**config.mk**
```make
export PLATFORM = sky130hd
export DESIGN_NAME = qspi_flash_reader
export DESIGN_NICKNAME = d
export VERILOG_FILES = /design/src/rtl/qspi_flash_reader.sv
export SDC_FILE = /design/constraint.sdc
export NUM_CORES = 1
export LEC_CHECK = 0
export BUFFER_PORTS_ARGS = -buffer_cell sky130_fd_sc_hd__buf_2
export CAP_MARGIN = 25
export CORE_ASPECT_RATIO = 2
export CORE_MARGIN = 3
export CORE_UTILIZATION = 30
export CTS_CLUSTER_SIZE = 14
export DETAILED_ROUTE_END_ITERATION = 16
export PLACE_DENSITY_LB_ADDON = 0.2
export REMOVE_ABC_BUFFERS = 1
export SYNTH_ARGS = -nofsm -noshare
export SYNTH_HDL_FRONTEND = slang
export SYNTH_SLANG_ARGS = --single-unit
```
**constraint.sdc**
```tcl
create_clock -name clk -period 3.7 [get_ports clk]
set_input_delay 0.74 -clock clk [delete_from_list [all_inputs] [get_ports clk]]
set_output_delay 0.74 -clock clk [all_outputs]
set_load 0.01 [all_outputs]
```
**src/rtl/qspi_flash_reader.sv**
```systemverilog
// Quad-SPI Fast Read Quad Output (0x6B) engine feeding the flash cache buffer.
// Optional QSPI_FLASH_READER_HOLD_CS_EN keeps chip select low while paused.
module qspi_flash_reader #(
    parameter int DUMMY_CYCLES   = 8,
    parameter int CS_HIGH_CYCLES = 2
) (
    input  logic        clk,
    input  logic        rst,
    input  logic        qspi_enable,
    input  logic [23:0] qspi_address,
    input  logic        qspi_changeAddress,
    input  logic        qspi_requestData,
    output logic [31:0] qspi_readData,
    output logic        qspi_readDataValid,
    output logic        flash_csb,
    output logic        flash_sck,
    output logic [3:0]  flash_io_we,
    output logic [3:0]  flash_io_write,
    input  logic [3:0]  flash_io_read
);

    typedef enum logic [2:0] {
        IDLE,
        CS_GAP,
        COMMAND,
        ADDRESS,
        DUMMY,
        DATA,
        WORD_END,
        PAUSE
    } state_t;

    localparam logic [7:0] CMD_READ   = 8'h6B;
    localparam logic [7:0] CMD_LAST   = 8'd7;
    localparam logic [7:0] ADDR_LAST  = 8'd23;
    localparam logic [7:0] DUMMY_LAST = 8'(DUMMY_CYCLES - 1);
    localparam logic [7:0] DATA_LAST  = 8'd7;
    localparam logic [7:0] GAP_LOAD   =
        8'((CS_HIGH_CYCLES > 0) ? CS_HIGH_CYCLES - 1 : 0);
    localparam state_t AFTER_ADDR = (DUMMY_CYCLES > 0) ? DUMMY : DATA;

    state_t      state_q, state_d;
    logic [7:0]  cnt_q, cnt_d;
    logic [7:0]  gap_q, gap_d;
    logic        sck_q, sck_d;
    logic        csb_q, csb_d;
    logic [3:0]  we_q, we_d;
    logic [3:0]  wr_q, wr_d;
    logic [23:0] addr_q, addr_d;
    logic [31:0] word_q, word_d;
    logic [31:0] rdata_q, rdata_d;
    logic        valid_q, valid_d;

    logic        abort;
    logic [7:0]  slot_last;
    state_t      phase_next;
    logic [4:0]  nib_lsb;
    logic        unused_addr_lsb;

    assign unused_addr_lsb = ^qspi_address[1:0];
    assign abort = qspi_changeAddress || !qspi_enable;

    always_comb begin
        state_d    = state_q;
        cnt_d      = cnt_q;
        gap_d      = gap_q;
        sck_d      = 1'b0;
        addr_d     = addr_q;
        word_d     = word_q;
        rdata_d    = rdata_q;
        valid_d    = 1'b0;
        slot_last  = DATA_LAST;
        phase_next = WORD_END;
        // high nibble of each byte arrives first
        nib_lsb    = {cnt_q[2:1], ~cnt_q[0], 2'b00};

        unique case (state_q)
            COMMAND: begin
                slot_last  = CMD_LAST;
                phase_next = ADDRESS;
            end
            ADDRESS: begin
                slot_last  = ADDR_LAST;
                phase_next = AFTER_ADDR;
            end
            DUMMY: begin
                slot_last  = DUMMY_LAST;
                phase_next = DATA;
            end
            default: ;
        endcase

        if (qspi_changeAddress) begin
            addr_d = {qspi_address[23:2], 2'b00};
        end

        if (abort) begin
            state_d = CS_GAP;
            cnt_d   = '0;
            gap_d   = GAP_LOAD;
            word_d  = '0;
        end else begin
            unique case (state_q)
                IDLE: begin
                    if (qspi_requestData) begin
                        state_d = COMMAND;
                        cnt_d   = '0;
                    end
                end
                CS_GAP: begin
                    if (gap_q == 8'd0) begin
                        state_d = IDLE;
                    end else begin
                        gap_d = gap_q - 8'd1;
                    end
                end
                COMMAND, ADDRESS, DUMMY, DATA: begin
                    if (!sck_q) begin
                        sck_d = 1'b1;
                        if (state_q == DATA) begin
                            word_d[nib_lsb +: 4] = flash_io_read;
                        end
                    end else if (cnt_q == slot_last) begin
                        cnt_d   = '0;
                        state_d = phase_next;
                        if (state_q == DATA) begin
                            valid_d = 1'b1;
                            rdata_d = word_q;
                            addr_d  = addr_q + 24'd4;
                        end
                    end else begin
                        cnt_d = cnt_q + 8'd1;
                    end
                end
                WORD_END: begin
                    if (qspi_requestData) begin
                        state_d = DATA;
                    end else begin
`ifdef QSPI_FLASH_READER_HOLD_CS_EN
                        state_d = PAUSE;
`else
                        state_d = CS_GAP;
                        gap_d   = GAP_LOAD;
`endif
                    end
                end
                PAUSE: begin
                    if (qspi_requestData) begin
                        state_d = DATA;
                    end
                end
            endcase
        end

        // pad lines are registered from the next state so they change with sck low
        csb_d = 1'b1;
        we_d  = 4'b1100;
        wr_d  = 4'b1100;
        unique case (state_d)
            COMMAND: begin
                csb_d = 1'b0;
                we_d  = 4'b1101;
                wr_d  = {3'b110, CMD_READ[~cnt_d[2:0]]};
            end
            ADDRESS: begin
                csb_d = 1'b0;
                we_d  = 4'b1101;
                wr_d  = {3'b110, addr_q[5'(ADDR_LAST - cnt_d)]};
            end
            DUMMY, DATA, WORD_END, PAUSE: begin
                csb_d = 1'b0;
            end
            default: ;
        endcase
    end

    always_ff @(posedge clk) begin
        if (rst) begin
            state_q <= IDLE;
            cnt_q   <= '0;
            gap_q   <= '0;
            sck_q   <= 1'b0;
            csb_q   <= 1'b1;
            we_q    <= 4'b1100;
            wr_q    <= 4'b1100;
            addr_q  <= '0;
            word_q  <= '0;
            rdata_q <= '0;
            valid_q <= 1'b0;
        end else begin
            state_q <= state_d;
            cnt_q   <= cnt_d;
            gap_q   <= gap_d;
            sck_q   <= sck_d;
            csb_q   <= csb_d;
            we_q    <= we_d;
            wr_q    <= wr_d;
            addr_q  <= addr_d;
            word_q  <= word_d;
            rdata_q <= rdata_d;
            valid_q <= valid_d;
        end
    end

    assign qspi_readData      = rdata_q;
    assign qspi_readDataValid = valid_q;
    assign flash_csb          = csb_q;
    assign flash_sck          = sck_q;
    assign flash_io_we        = we_q;
    assign flash_io_write     = wr_q;

endmodule
```
==> reports/qor.yml, run 1 <==
maxCapViolCount: 0
hold_viol: 0
gp_congestion: 0.830
ys_seq_elements: 112
synth.cell_area_mm2: 0.00540
p_leak_nw: 2.45
whs_ns: 0.451
drt-pass1-iter-count: 5
synth_flop_cell: "dfxtp_1"
ioPinCount: 76
fin_total_pwr_w: 0.00235
grt_pass1_vias: 4866
finalCritPeriodShare_pct: 80.6
start_util_pct: 31.0
die_x_um: 101
worst_slack_ns: 0.716
min_path_cells: 2
reg2regPathDepth: 9
max_stage_delay_ns: 0.55
crit_chain: "ha_1 -> and3_1 -> and2_1 -> nand2_1 -> or3_2 -> nand2b_1 -> o21ai_0 -> a221oi_1 -> nor2_1"
fp.dieArea_mm2: 0.0198
wl_per_cell_um: 15.7
cp-end-kind: "flop"
startpoint_type: "flop"
vias_per_cell: 5.20
io_buffers: 67
hp-class: "flop to flop"
clk_pin_slew_worst_paths_ns: 0.08
tns_ns: 0
coreArea_mm2: 0.0174
cts_buffers: 9
critPathSlowestCell: "dfxtp_1"
cts_root_buf: "clkbuf_16"
peakVddDrop_mv: 0.204
final_cells: 935
drtIter0Drc: 222
cp.arrival_ns: 3.21
cts_setup_buffers: 0
rsz0062_at_grt: "false"
place_ws_ns: 0.695
worstSetupPathType: "flop to flop"
layout.nets: 763
track_usage_pct: 15.2
clock_skew_ns: 0.0104
ys_async_sr_fraction_pct: 0
drc_errors: 0
area_delta_synth_final_pct: 14.8
slew_viol_final: 0
htree_levels: 3
grt_pass1_wl_um: 24100
clock_latency_ns: 0.35
cts_sinks: 112
gr-total-overflow: 0
cts_hold_buffers: 0
required_ns: 3.92
synth-edff-count: 0
synth-seq-area-share_pct: 41.5
cts-resized-gates: 0
postSynthCellCount: 671
drive_above_1_share_pct: 14.6
antenna_found_initial: 1
yosysWarnings: 0
fmax_ghz: 0.335
outcome: "finished clean"
antenna_cells: 0
ant_nets: 0
die_h_um: 196
dr_total_vias: 4862
hpwlAfterDp_um: 10900
grt_max_degree: 62
clockBufferDepth: 2
power.density_mw_per_mm2: 379
ys_types: 56
rows: 68
cts_tree: "built"
layout_min_cycle_time_ns: 2.98
placedCellCount: 919
drt_wl_total_um: 14700
slew_headroom_pct: 50.0
setup_violations: 0
worstMarginPinSlew_ns: 0.747
synth_area_per_cell_um2: 8.05
worstPathMaxFanout: 11
[state kept, by name, indices dropped and copies added, names as in the netlist]
register,flops
addr_q,24
cnt_q,8
flash_sck,1
state_q,3
qspi_readDataValid,1
gap_q,8
qspi_readData,32
flash_io_write,1
flash_csb,1
flash_io_we,1
word_q,32
[routing by layer]
layer	vias up	part of all wire, %	track usage [%]
li1	2442	-	-
met1	2297	39	16.0
met2	94	55	29.2
met3	27	2.6	2.14
met4	2	2.7	6.41
met5	-	0.088	0
[critical path: cells and delay by family (launching register included)]
family	cells	cell delay, ns
and+or+nand+nor	6	1.58
DFF	1	0.55
AOI/OAI and AO/OA	2	0.46
adders and majority gates	1	0.25
[cells in the mapped netlist, types with 2 or more instances]
| master | count | share of area [%] |
|---|---|---|
| nor3_1 | 18 | 1.7 |
| nor3b_1 | 7 | 0.97 |
| and2_1 | 10 | 1.2 |
| clkbuf_1 | 25 | 1.7 |
| buf_4 | 6 | 0.83 |
| a221oi_1 | 7 | 1.1 |
| a32oi_1 | 3 | 0.49 |
| or3_1 | 7 | 0.81 |
| conb_1 | 2 | 0.14 |
| a211oi_1 | 6 | 0.83 |
| a21oi_1 | 69 | 6.4 |
| o211a_1 | 2 | 0.37 |
| xor2_1 | 3 | 0.49 |
| nor4_1 | 9 | 1.0 |
| a31oi_1 | 8 | 0.93 |
| nor2b_1 | 9 | 1.0 |
| a21o_1 | 3 | 0.42 |
| inv_1 | 12 | 0.83 |
| nand3_1 | 21 | 1.9 |
| ha_1 | 10 | 2.3 |
| nand4_1 | 7 | 0.81 |
| nand2b_1 | 6 | 0.69 |
| xnor2_1 | 5 | 0.81 |
| and4_1 | 7 | 1.1 |
| dfxtp_1 | 112 | 41 |
| and3_1 | 16 | 1.9 |
| a222oi_1 | 2 | 0.37 |
| buf_2 | 10 | 0.93 |
| nor2_1 | 69 | 4.8 |
| mux2i_1 | 33 | 6.1 |
| nand2_1 | 105 | 7.3 |
| o2111ai_1 | 2 | 0.32 |
| buf_1 | 2 | 0.14 |
| o21ai_0 | 36 | 3.3 |
[cell type report]
cell class	count	area (um2)
Multi-Input combinational cell	507	2940
Inverter	13	48.8
Tap cell	210	263
Timing Repair Buffer	77	410
Sequential cell	112	2240
Clock buffer	12	267
Clock inverter	4	35.0
Fill cell	1808	11200
[worst paths after layout]
check / start / end / slack (ns)
worst max register to register: cnt_q[0] / addr_q[5] / 0.72
worst min-delay path: qspi_readData[28] / qspi_readData[28] / 0.45
worst min register to register: qspi_readData[28] / qspi_readData[28] / 0.45
worst max-delay path: cnt_q[0] / addr_q[5] / 0.72
[through the flow]
step	cell area (um2)	utilization [%]
finish	6200	35.6
global route	6200	35.6
CTS	6200	35.6
detailed placement	5900	33.8
global placement	5900	33.8
floorplan	5220	-
[layout by cell type (no fill, tap or decap), types with 10 or more instances in the layout]
master and instances:
dfxtp_1 112, nand2_1 105, nor2_1 69, a21oi_1 69, buf_2 67, o21ai_0 36, mux2i_1 33, nand3_1 21
nor3_1 18, and3_1 16, inv_1 12, and2_1 10, ha_1 10, buf_4 10
[kinds of logic after synthesis]
group           after synthesis  share of synthesized area (%)
fa+ha+maj                    10                           2.32
simple gates                302                           27.6
other cells                   2                          0.139
xor+xnor                      9                           1.60
buf+inv                      56                           4.54
compound gates              146                           16.0
flops                       112                           41.5
mux                          34                           6.32
[report_power, final]
group | switching, W | internal (W)
clock network | 0.000459 | 0.000519
registers | 0.0000252 | 0.00122
logic | 0.0000796 | 0.0000490
Power figures use the tool's default switching activity.
==> run 2, diff against run 1 <==
clock period = 2.86 ns   (was 3.7 ns; I/O delays follow)
==> reports/qor.yml, run 2 (synthesis results as in run 1) <==
place_area_mm2: 0.00602  # +1.9%
clk_pin_slew_worst_paths_ns: 0.07  # about the same
fin_total_pwr_w: 0.00301  # +28%
wl_per_cell_um: 16.0  # +1.5%
dr_total_vias: 4907  # +0.93%
p_leak_nw: 2.53  # +3.2%
io_buffers: 67  # unchanged
maxCapViolCount: 0  # unchanged
power.density_mw_per_mm2: 476  # +26%
antenna_found_initial: 0  # -1
cts_hold_buffers: 0  # unchanged
drt_wl_total_um: 15200  # +3.2%
track_usage_pct: 15.6  # +0.39 points
tns_ns: 0  # unchanged
drc_errors: 0  # unchanged
final_area_mm2: 0.00632  # +1.8%
hp-class: "flop to flop"
worstPathMaxFanout: 8  # -3
outcome: "finished clean"
setup_violations: 0  # unchanged
layout.nets: 778  # +2.0%
layout_common_cells: "dfxtp_1 (110), nand2_1 (105), nor2_1 (69), a21oi_1 (69), buf_2 (67)"
finalCritPeriodShare_pct: 91.5  # +11 points
drive_above_1_share_pct: 16.8  # +2.1 points
grt_pass1_wl_um: 24700  # +2.6%
fmax_ghz: 0.382  # +14%
layout_min_cycle_time_ns: 2.62  # -0.367 ns
final_cells: 950  # +1.6%
reg2regPathDepth: 8  # -1
worstMarginPinSlew_ns: 0.672  # -0.0756 ns
r2r-start: "state_q[1]"
worstSetupStartpoint: "state_q[1]"
cts_root_buf: "clkbuf_16"
clock_skew_ns: 0.0116  # +0.00116 ns
startpoint_type: "flop"
rows: 68  # unchanged
rsz0062_at_grt: "false"
cp-end-kind: "flop"
die_x_um: 101  # unchanged
hold_start: "qspi_readData[20]"
min_path_cells: 2  # unchanged
clock_latency_ns: 0.36  # about the same
final_common_cell: "dfxtp_1"
cts_tree: "built"
antenna_cells: 0  # unchanged
grt_pass1_vias: 4945  # +1.6%
hold_end: "qspi_readData[20]"
hold_viol: 0  # unchanged
fill_cells: 1823  # +0.83%
vias_per_cell: 5.17  # -0.67%
peakVddDrop_mv: 0.284  # +39%
htree_levels: 3  # unchanged
cts_sinks: 112  # unchanged
r2r_slack_ns: 0.24  # -0.47 ns
multi_input_area_mm2: 0.00295  # +0.43%
die_h_um: 196  # unchanged
gp_congestion: 0.807  # -2.8%
drtIter0Drc: 178  # -20%
cp.arrival_ns: 2.85  # -0.36 ns
cts_buffers: 9  # unchanged
gr-total-overflow: 0  # unchanged
ant_nets: 0  # unchanged
grt_max_degree: 62  # unchanged
required_ns: 3.09  # -0.83 ns
area_delta_synth_final_pct: 16.9
r2r-end: "flash_io_write[0]"
coreArea_mm2: 0.0174  # unchanged
start_util_pct: 31.0  # unchanged
regArea_mm2: 0.00224  # +0.11%
whs_ns: 0.452  # +0.000912 ns
drt-pass1-iter-count: 4  # -1
ioPinCount: 76  # unchanged
hpwlAfterDp_um: 11400  # +4.8%
slew_headroom_pct: 55.2  # +5.2 points
worstSetupPathType: "flop to flop"
placedCellCount: 934  # +1.6%
slew_viol_final: 0  # unchanged
clockBufferDepth: 2  # unchanged
fp.dieArea_mm2: 0.0198  # unchanged
## run 2: cell count changes in the layout (fill, tap and decap cells not counted), moves of 2 or more
cell	before	now
dfxtp_2	0	2
buf_4	10	24
dfxtp_1	112	110
clkbuf_8	3	1
clkinv_4	1	3
clkbuf_1	0	2
clkinvlp_4	2	0
## run 2: how the worst max path moves through the flow
stage,end,slack (ns)
2_1_floorplan,addr_q[23],-0.37
3_3_place_gp,flash_io_write[0],0.16
3_5_place_dp,flash_io_write[0],0.12
4_1_cts,addr_q[5],0.10
5_1_grt,addr_q[22],0.02
6_report,flash_io_write[0],0.24
## run 2: layer usage
metal	part of all wire (%)	track usage (%)
met1	38	16.5
met2	56	29.4
met3	3.0	2.53
met4	3.1	6.80
met5	0	0
## run 2: stage by stage
stage	setup WS [ns]	util, %
6_report	0.243	36.2
5_1_grt	0.0236	36.2
4_1_cts	0.103	36.1
3_5_place_dp	0.122	34.5
3_3_place_gp	0.162	34.5
2_1_floorplan	-0.371	-
## run 2: cell type report
class,count,area share [%]
Sequential cell,112,35.5
Multi-Input combinational cell,507,46.7
Clock buffer,12,3.90
Clock inverter,4,0.594
Tap cell,210,4.16
Inverter,13,0.772
Timing Repair Buffer,92,8.34
## run 2: timing repair
action / CTS / global route
resized for setup: 0 / 6
setup endpoints to repair: 0 / 16
buffers inserted: 0 / 0
## run 2: power by group
group          total, W  switching (W)  internal (W)  leakage [nW]
sequential      0.00161      0.0000292       0.00158         0.908
combinational  0.000175       0.000107     0.0000679          1.48
clock           0.00122       0.000596      0.000628         0.139
## run 2: worst max-delay path, cell delays in order (launching register included)
cell and delay [ns]:
dfxtp_1 0.57, xor2_2 0.37, a21oi_1 0.17, and2_0 0.33, o21ai_4 0.30, mux2_1 0.35, o31a_1 0.23, nand4_1 0.10
o31ai_1 0.07
